<file path="src/rtl/nodf_mon_pkg.sv">
// Shared types and helpers for the non-dataflow HLS block status tracker.
// Holds the tracker state encoding, proto_err bit positions and a saturating increment.
// Used by nodf_sat_counter and nodf_module_status_tracker via import nodf_mon_pkg::*.
package nodf_mon_pkg;

  typedef enum logic [1:0] {
    ST_IDLE      = 2'b00,
    ST_BUSY      = 2'b01,
    ST_DONE_WAIT = 2'b10
  } state_e;

  // proto_err bit positions
  localparam int PE_CMPL_IDLE  = 0;  // completion with nothing outstanding
  localparam int PE_START_DROP = 1;  // ap_start withdrawn before acceptance
  localparam int PE_OUT_SAT    = 2;  // outstanding counter clamped at max

  // Increment v unless it already sits at the all-ones value of a w-bit field.
  // Callers zero-extend into 64 bits and truncate the result back to w bits.
  function automatic logic [63:0] sat_inc(input logic [63:0] v, input int w);
    logic [63:0] max_v;
    max_v = (w >= 64) ? {64{1'b1}} : ((64'd1 << w) - 64'd1);
    return (v >= max_v) ? v : v + 64'd1;
  endfunction

endpackage

</file>
<file path="src/rtl/nodf_sat_counter.sv">
// Saturating up-counter with synchronous clear and hold; never wraps.
// Ports: i_clock, i_reset (sync, active-high), i_clr (sync clear), i_hold (freeze), i_inc, o_cnt.
// Latency: o_cnt reflects an increment one clock after i_inc is sampled.
module nodf_sat_counter
  import nodf_mon_pkg::*;
#(
  parameter int W = 32
) (
  input  logic         i_clock,
  input  logic         i_reset,
  input  logic         i_clr,
  input  logic         i_hold,
  input  logic         i_inc,
  output logic [W-1:0] o_cnt
);

  logic [W-1:0] r_cnt;

  always_ff @(posedge i_clock) begin
    if (i_reset || i_clr) begin
      r_cnt <= '0;
    end else if (!i_hold && i_inc) begin
      r_cnt <= W'(sat_inc(64'(r_cnt), W));
    end
  end

  assign o_cnt = r_cnt;

endmodule

</file>
<file path="src/rtl/nodf_module_status_tracker.sv">
// Status tracker for one ap_ctrl_hs/chain HLS block: transaction, busy/stall counts,
// outstanding work and start-to-done latency; everything freezes once i_finish is seen.
// Ports: i_clock, i_reset (sync, active-high), i_ap_start/ready/done/continue, i_finish;
//        o_state, o_*_cnt, o_outstanding, o_last/min/max_lat, o_finished, o_proto_err.
// All outputs are registered (one cycle after the sampling edge).
// Macro NODF_PROTO_CHECK_EN builds sticky protocol checks; otherwise o_proto_err is 3'b000.
module nodf_module_status_tracker
  import nodf_mon_pkg::*;
#(
  parameter int CNT_W = 32,
  parameter int OUT_W = 8
) (
  input  logic             i_clock,
  input  logic             i_reset,
  input  logic             i_ap_start,
  input  logic             i_ap_ready,
  input  logic             i_ap_done,
  input  logic             i_ap_continue,
  input  logic             i_finish,
  output logic [1:0]       o_state,
  output logic [CNT_W-1:0] o_cyc_cnt,
  output logic [CNT_W-1:0] o_start_cnt,
  output logic [CNT_W-1:0] o_ready_cnt,
  output logic [CNT_W-1:0] o_done_cnt,
  output logic [CNT_W-1:0] o_busy_cnt,
  output logic [CNT_W-1:0] o_stall_cnt,
  output logic [OUT_W-1:0] o_outstanding,
  output logic [CNT_W-1:0] o_last_lat,
  output logic [CNT_W-1:0] o_min_lat,
  output logic [CNT_W-1:0] o_max_lat,
  output logic             o_finished,
  output logic [2:0]       o_proto_err
);

  state_e           r_state, w_state_n;
  logic [OUT_W-1:0] r_out, w_out_n;
  logic [CNT_W-1:0] r_timer, r_last, r_min, r_max, w_lat_now;
  logic             r_finished;
  logic             w_acc, w_cmpl, w_hold, w_out_zero, w_out_max;

  assign w_acc      = i_ap_start & i_ap_ready;
  assign w_cmpl     = i_ap_done & i_ap_continue;
  // The edge that samples i_finish is already a frozen edge.
  assign w_hold     = r_finished | i_finish;
  assign w_out_zero = (r_out == '0);
  assign w_out_max  = (r_out == {OUT_W{1'b1}});
  // Acceptance cycle counts as 0; with nothing outstanding the timer is meaningless.
  assign w_lat_now  = w_out_zero ? '0 : r_timer;

  // Next outstanding count, clamped to [0, max]; acc and cmpl together cancel.
  always_comb begin
    w_out_n = r_out;
    if (w_acc && !w_cmpl && !w_out_max) begin
      w_out_n = r_out + 1'b1;
    end else if (!w_acc && w_cmpl && !w_out_zero) begin
      w_out_n = r_out - 1'b1;
    end
  end

  always_comb begin
    w_state_n = ST_IDLE;
    if (i_ap_done && !i_ap_continue) begin
      w_state_n = ST_DONE_WAIT;
    end else if ((w_out_n != '0) || (i_ap_start && !w_acc)) begin
      w_state_n = ST_BUSY;
    end
  end

  always_ff @(posedge i_clock) begin
    if (i_reset) begin
      r_state    <= ST_IDLE;
      r_out      <= '0;
      r_timer    <= '0;
      r_last     <= '0;
      r_min      <= '1;
      r_max      <= '0;
      r_finished <= 1'b0;
    end else if (r_finished) begin
      // frozen until reset
    end else if (i_finish) begin
      r_finished <= 1'b1;
    end else begin
      r_state <= w_state_n;
      r_out   <= w_out_n;
      // Timer holds cycles elapsed since the arming acceptance; it is rearmed only
      // when the block was empty, so overlapping transactions share one time base.
      if (w_out_zero) begin
        r_timer <= w_acc ? CNT_W'(1) : '0;
      end else begin
        r_timer <= CNT_W'(sat_inc(64'(r_timer), CNT_W));
      end
      if (w_cmpl) begin
        r_last <= w_lat_now;
        if (w_lat_now < r_min) r_min <= w_lat_now;
        if (w_lat_now > r_max) r_max <= w_lat_now;
      end
    end
  end

  nodf_sat_counter #(.W(CNT_W)) u_cyc_cnt (
    .i_clock(i_clock), .i_reset(i_reset), .i_clr(1'b0), .i_hold(w_hold),
    .i_inc(1'b1), .o_cnt(o_cyc_cnt));
  nodf_sat_counter #(.W(CNT_W)) u_start_cnt (
    .i_clock(i_clock), .i_reset(i_reset), .i_clr(1'b0), .i_hold(w_hold),
    .i_inc(w_acc), .o_cnt(o_start_cnt));
  nodf_sat_counter #(.W(CNT_W)) u_ready_cnt (
    .i_clock(i_clock), .i_reset(i_reset), .i_clr(1'b0), .i_hold(w_hold),
    .i_inc(i_ap_ready), .o_cnt(o_ready_cnt));
  nodf_sat_counter #(.W(CNT_W)) u_done_cnt (
    .i_clock(i_clock), .i_reset(i_reset), .i_clr(1'b0), .i_hold(w_hold),
    .i_inc(w_cmpl), .o_cnt(o_done_cnt));
  nodf_sat_counter #(.W(CNT_W)) u_busy_cnt (
    .i_clock(i_clock), .i_reset(i_reset), .i_clr(1'b0), .i_hold(w_hold),
    .i_inc(r_state != ST_IDLE), .o_cnt(o_busy_cnt));
  nodf_sat_counter #(.W(CNT_W)) u_stall_cnt (
    .i_clock(i_clock), .i_reset(i_reset), .i_clr(1'b0), .i_hold(w_hold),
    .i_inc(i_ap_done & ~i_ap_continue), .o_cnt(o_stall_cnt));

`ifdef NODF_PROTO_CHECK_EN
  logic       r_pend;  // ap_start was high but not accepted last cycle
  logic [2:0] r_perr;

  always_ff @(posedge i_clock) begin
    if (i_reset) begin
      r_pend <= 1'b0;
      r_perr <= 3'b000;
    end else if (!w_hold) begin
      r_pend <= i_ap_start & ~w_acc;
      if (w_cmpl && w_out_zero && !w_acc)
        r_perr[PE_CMPL_IDLE] <= 1'b1;
      if (r_pend && !i_ap_start && (r_state == ST_BUSY) && w_out_zero)
        r_perr[PE_START_DROP] <= 1'b1;
      if (w_acc && !w_cmpl && w_out_max)
        r_perr[PE_OUT_SAT] <= 1'b1;
    end
  end

  assign o_proto_err = r_perr;
`else
  assign o_proto_err = 3'b000;
`endif

  assign o_state       = r_state;
  assign o_outstanding = r_out;
  assign o_last_lat    = r_last;
  assign o_min_lat     = r_min;
  assign o_max_lat     = r_max;
  assign o_finished    = r_finished;

endmodule

</file>
<file path="config.mk">
export PLATFORM = sky130hd
export DESIGN_NAME = nodf_module_status_tracker
export DESIGN_NICKNAME = d
export VERILOG_FILES = /design/src/rtl/nodf_mon_pkg.sv /design/src/rtl/nodf_sat_counter.sv /design/src/rtl/nodf_module_status_tracker.sv
export SDC_FILE = /design/constraint.sdc
export NUM_CORES = 1
export LEC_CHECK = 0
export BUFFER_PORTS_ARGS = -buffer_cell sky130_fd_sc_hd__buf_2
export CAP_MARGIN = 20
export CORE_UTILIZATION = 61
export DETAILED_ROUTE_END_ITERATION = 16
export PLACE_DENSITY = 0.84
export SLEW_MARGIN = 40
export SYNTH_ARGS = -nofsm -noshare
export SYNTH_HDL_FRONTEND = slang
export SYNTH_HIERARCHICAL = 1
export SYNTH_SLANG_ARGS = --single-unit
export TNS_END_PERCENT = 10
</file>
<file path="constraint.sdc">
create_clock -name i_clock -period 9 [get_ports i_clock]
set_input_delay 1.8 -clock i_clock [delete_from_list [all_inputs] [get_ports i_clock]]
set_output_delay 1.8 -clock i_clock [all_outputs]
set_load 0.02 [all_outputs]
</file>
### Yosys cells after proc, flatten, opt, wreduce, memory -nomap -nowiden

Cells that the tools add are included.

* bits in registers: 331
* bits in latches: 0
* bits in writable memories: 0
* bits in read-only memories: 0
* bits of input ports: 7
* output and inout port bits: 302
* logic and storage cells: 89
* memories kept: 0

* add/subtract/negate cells: 9
* $mul: 0
* div/mod/pow operators: 0
* magnitude comparators: 9
* eq/ne operators: 2
* shift-type cells: 0
* muxes and demuxes: 10
* bitwise gates (word level): 14
* reductions and logical operators: 32

Operators by type and width (number)
* $add A32 B1 Y32 const B: 7
* $ge A32 B32 Y1 const B: 7
* $mux W32: 3
* $gt A32 B32 Y1: 1
* $lt A32 B32 Y1: 1
* $mux W8: 2
* $reduce_and A2 Y1: 7
* $logic_and A1 B1 Y1: 11
* $not A1 Y1: 10
* $add A8 B1 Y8 const B: 1
* $eq A8 B8 Y1 const B: 1
* $logic_not A8 Y1: 1
* $reduce_and A4 Y1: 2
* $reduce_bool A8 Y1: 1
* $sub A8 B1 Y8 const B: 1
* $logic_not A1 Y1: 6
* $reduce_and A3 Y1: 2
* $mux W1: 4
* $and A1 B1 Y1: 3
* $mux W2: 1
* $ne A2 B2 Y1 const B: 1
* $reduce_bool A2 Y1: 1
* $logic_or A1 B1 Y1: 1
* $or A1 B1 Y1: 1

### Logic depth before layout (Yosys ltp)

* depth in word-level cells: 10
* gate-level depth with buffers: 17
* depth with buffers taken out: 14

### Modules after synthesis

Netlist, hierarchy kept.

Modules (own cells, without submodules)
* nodf_sat_counter: instances 6, cells each 197, area each 1689.1 um^2, sequential area each 640.6 um^2
* nodf_module_status_tracker: instances 1, cells each 954, area each 7663.6 um^2, sequential area each 2782.7 um^2

### Worst setup path before layout

Ideal clock, no wire load.

* kind: input to register
* from: in i_finish
* to: reg u_busy_cnt.r_cnt[25], in the netlist u_busy_cnt/o_cnt[25]
* library setup time: 0.070 ns
* arrival time: 3.861 ns
* required time: 8.930 ns
* setup slack: 5.068 ns
* stages: 8
* path buffers: 1
* path through: nor2_1 > inv_1 > clkbuf_1 > and3b_1 > nand4_2 > a311o_1 > or4_1 > a21oi_1

* cells in the longest elaborated chain, start to end: 4

Ends and longest elaborated chain
* from (decl): RTL line nodf_module_status_tracker.sv:19 `input logic i_finish,`
* $or A1 B1 Y1: RTL line nodf_module_status_tracker.sv:44 `assign w_hold = r_finished | i_finish;`
* named net w_hold: RTL line nodf_module_status_tracker.sv:39 `logic w_acc, w_cmpl, w_hold, w_out_zero, w_out_max;`
* $logic_not A1 Y1: RTL line nodf_sat_counter.sv:22 `end else if (!i_hold && i_inc) begin`
* $logic_and A1 B1 Y1: RTL line nodf_sat_counter.sv:22
* $reduce_and A2 Y1 (no line)
* to (signal assigned): RTL line nodf_sat_counter.sv:23 `r_cnt <= W'(sat_inc(64'(r_cnt), W));`
* to (decl): RTL line nodf_sat_counter.sv:17 `logic [W-1:0] r_cnt;`

The timed path passes the listed nets, and every way through them passes these cells.
A chain may end at the register's enable or synchronous reset.

### Final worst setup path

* from: reg r_out[1], in the netlist o_outstanding[1]
* to: reg r_max[8], in the netlist o_max_lat[8]

* cells in the longest elaborated chain, start to end: 4

Ends and longest elaborated chain
* from (decl): RTL line nodf_module_status_tracker.sv:36 `logic [OUT_W-1:0] r_out, w_out_n;`
* from (signal assigned): RTL line nodf_module_status_tracker.sv:84 `r_out <= w_out_n;`
* $logic_not A8 Y1: RTL line nodf_module_status_tracker.sv:45 `assign w_out_zero = (r_out == '0);`
* $mux W32: RTL line nodf_module_status_tracker.sv:48 `assign w_lat_now = w_out_zero ? '0 : r_timer;`
* named net w_lat_now[23]: RTL line nodf_module_status_tracker.sv:37 `logic [CNT_W-1:0] r_timer, r_last, r_min, r_max, w_lat_now;`
* $gt A32 B32 Y1: RTL line nodf_module_status_tracker.sv:95 `if (w_lat_now > r_max) r_max <= w_lat_now;`
* $reduce_and A4 Y1 (no line)
* to (signal assigned): RTL line nodf_module_status_tracker.sv:95
* to (decl): RTL line nodf_module_status_tracker.sv:37

The timed path passes the listed nets, and every way through them passes these cells.

==> impl_metrics.ini <==
[floorplan]
core_sq_mm = 0.0287
dieArea_sq_mm = 0.0299
die_w_um = 173
start_util = 0.620
ioPinCount = 309
die-height_um = 173
rows = 62

[run]
maxCapViolCount = 0

[synthesis]
synth_xor_area_frac = 0.0448
ys.flop_type = dfxtp_1
seq_area_frac_synth = 0.372
synthDistinctLibCells = 77
synth_top_area_share = 0.372
yosys.area_share.adder = 0.0492
yosysTopAreaCell = dfxtp_1
synth-simple-area-share = 0.277
synth_top_family_by_area = simple AND/OR/NAND/NOR gates
synth_compound_area_frac = 0.176
synth-edff-count = 0
synthCells = 2136
syn_avg_cell_area_sq_um = 8.33
synthArstFlopShare = 0
synth-seq-cells = 331
yosys_warnings = 6
netlist_area_sq_mm = 0.0178
synthMuxAreaShare = 0.0332
synth_top_cells_by_area = dfxtp_1 (37%), nor2_1 (5.6%), ha_1 (4.9%)

[critical_path]
reg2reg_to = o_max_lat[8]$_SDFFE_PP0P_
startpoint = o_outstanding[1]$_SDFFE_PP0P_
timing.rr.start = o_outstanding[1]$_SDFFE_PP0P_
cp-endpoint = o_max_lat[8]$_SDFFE_PP0P_
ff2ff_path_depth = 15
worstPathRequired_ns = 9.38
regToRegSetupSlack_ns = 4.08
crit_arrival_ns = 5.30
path_class = register to register
startpoint_type = register
crit_path_end_kind = register
path_max_fanout = 33

[grt]
grt_pass1_vias = 16100
antenna_found_initial = 1
grt_max_degree = 80
grt_overflow = 0
gr-usage-all-layers = 0.317
grt_pass1_wl_mm = 79.8

[timing]
fin_crit_ns = 4.92
slew_headroom = 0.459
max_slew.worst_pin.slew_ns = 0.805
setup_tns_ns = 0
rsz0062_at_grt = no
maxSlewViolCount = 0
clock_skew_ns = 0.0171
setup_viol = 0
max_freq_mhz = 203
final-hold-violation-count = 0
timing.final.crit_share = 0.547

[clocking]
cts_resized = 0
cts_setup_buffers = 0
ctsHoldBuffers = 0
cts_htree_levels = 2
clockBufferDepth = 3
root_buffer = clkbuf_16
cts_tree = yes
clock_latency_ns = 0.53
clock_sinks = 331
cts_inserted_buffers = 37
clkTransAtPathRegs_ns = 0.06

[layout]
postLayoutCoreUtil = 0.730
nFillCells = 2210
drive_gt1_frac = 0.190
nets = 2531
area_growth_pct = 17.7

[drt]
drt_iter0_drc = 1516
wl_mm = 49.0
first_pass_iters = 5
avgViaCountPerCell = 6.10
vias = 17500
drt-wirelength-per-cell_um = 17.1
drc = 0
ant_nets = 0

[place]
io_buffers = 305
gp_congestion = 0.913
dp_hpwl_mm = 34.3

[power_and_ir_drop]
p_leak_uw = 0.00901
peakVddDrop_v = 0.000150
p_per_area_mw_per_mm2 = 152

[min_path]
hold_class = register to register
hold_depth = 2

[run_status]
status = completed
==> worst min path at each step <==
| stage | endpoint | slack [ns] | from |
|---|---|---|---|
| finish | o_last_lat[27]$_SDFFE_PP0P_ | 0.48 | o_last_lat[27]$_SDFFE_PP0P_ |
| global route | o_min_lat[19]$_SDFFE_PP1P_ | 0.51 | o_min_lat[19]$_SDFFE_PP1P_ |
| CTS | o_last_lat[27]$_SDFFE_PP0P_ | 0.49 | o_last_lat[27]$_SDFFE_PP0P_ |
| detailed placement | o_last_lat[27]$_SDFFE_PP0P_ | 0.47 | o_last_lat[27]$_SDFFE_PP0P_ |
| global placement | o_last_lat[17]$_SDFFE_PP0P_ | 0.46 | o_last_lat[17]$_SDFFE_PP0P_ |
| floorplan | r_timer[5]$_SDFFE_PP0P_ | 0.48 | r_timer[5]$_SDFFE_PP0P_ |
==> state kept, by name, indices dropped and copies added (netlist names) <==
name and flops:
o_finished 1, r_timer 32, o_outstanding 8, o_last_lat 32
o_max_lat 32, u_done_cnt/o_cnt 32, u_busy_cnt/o_cnt 32, u_stall_cnt/o_cnt 32
o_state 2, u_cyc_cnt/o_cnt 32, u_ready_cnt/o_cnt 32, o_min_lat 32
u_start_cnt/o_cnt 32
==> per-layer routing <==
layer,vias up,track usage,wire (um)
met2,757,0.520,22800
met5,-,0,0
met1,8263,0.416,20900
met3,135,0.0482,3430
li1,8333,-,-
met4,0,0.131,1900
==> cell usage after synthesis, types with 30 or more instances <==
| cell type | number |
|---|---|
| a211o_1 | 32 |
| a21oi_1 | 170 |
| clkbuf_1 | 53 |
| dfxtp_1 | 331 |
| ha_1 | 70 |
| inv_1 | 121 |
| mux2i_1 | 59 |
| nand2_1 | 176 |
| nand3_1 | 89 |
| nand4_1 | 79 |
| nor2_1 | 266 |
| nor3_1 | 30 |
| o21ai_0 | 88 |
| o31ai_1 | 30 |
| or3_1 | 110 |
| xnor2_1 | 45 |
| xor2_1 | 46 |
==> cells in the final DEF (no fill, tap or decap), types with 13 or more instances in the layout <==
| cell type | netlist | routed |
|---|---|---|
| dfxtp_1 | 331 | 331 |
| buf_2 | 15 | 304 |
| nor2_1 | 266 | 266 |
| nand2_1 | 176 | 175 |
| a21oi_1 | 170 | 169 |
| inv_1 | 121 | 121 |
| or3_1 | 110 | 110 |
| nand3_1 | 89 | 89 |
| o21ai_0 | 88 | 88 |
| nand4_1 | 79 | 79 |
| ha_1 | 70 | 70 |
| mux2i_1 | 59 | 59 |
| xor2_1 | 46 | 46 |
| xnor2_1 | 45 | 45 |
| conb_1 | 2 | 42 |
| clkbuf_16 | 0 | 39 |
| a211o_1 | 32 | 32 |
| o31ai_1 | 30 | 30 |
| nor3_1 | 30 | 27 |
| a31oi_1 | 26 | 26 |
| and3_1 | 26 | 26 |
| and4_1 | 21 | 21 |
| or4_1 | 18 | 18 |
| nor4_1 | 15 | 15 |
| and2_1 | 15 | 15 |
| or2_2 | 14 | 14 |
| a31o_2 | 12 | 13 |
| a311oi_1 | 13 | 13 |
==> cells by family after synthesis <==
| group | Yosys count |
|---|---|
| muxes | 59 |
| adders and majority gates | 70 |
| xor gates and xnor gates | 91 |
| DFF | 331 |
| other | 2 |
| buffers and inverters | 199 |
| AOI/OAI and AO/OA | 456 |
| and+or+nand+nor | 928 |
==> critical path, cell delays in order, from the launching register on <==
cell and delay, ns:
dfxtp_1 0.39, inv_1 0.11, ha_1 0.21, nor3b_2 0.50, nand2_2 0.53, nand2_1 0.30
inv_1 0.10, ha_1 0.30, a2111oi_0 0.46, o221ai_1 0.24, a311oi_1 0.40, nand2_1 0.15
o211ai_4 0.18, buf_4 0.52, mux2i_1 0.29, nor2_1 0.07
==> cell type report <==
cell class              count  area (sq um)  area share
diodes                      1          2.50    0.000119
inverters                 122           458      0.0219
well taps                 384           480      0.0229
flip-flops and latches    331          6630       0.316
repair buffers            316          1620      0.0775
clock inverters            15           179     0.00854
clock buffers              50          1080      0.0514
multi-input cells        1646         10500       0.501
==> stage by stage <==
| stage | power [uW] | hold WS [ns] | std cells | cell area [sq um] | setup slack (ns) |
|---|---|---|---|---|---|
| 5_1_grt | 3270 | 0.511 | 2865 | 21000 | 3.81 |
| 6_report | 3170 | 0.484 | 2865 | 21000 | 4.08 |
| 4_1_cts | 3190 | 0.486 | 2863 | 20900 | 4.22 |
| 3_5_place_dp | 1640 | 0.472 | 2798 | 19700 | 4.25 |
| 3_3_place_gp | 1640 | 0.463 | 2798 | 19700 | 4.32 |
| 2_1_floorplan | 1600 | 0.479 | 2176 | 17900 | 5.07 |
==> where the power goes <==
group          total [uW]  internal, uW  switching (uW)
Clock                1560           953             609
Combinational         127          34.6            92.0
Sequential           1490          1470            10.8
Total                3170          2460             712
Power figures use the tool's default switching activity.
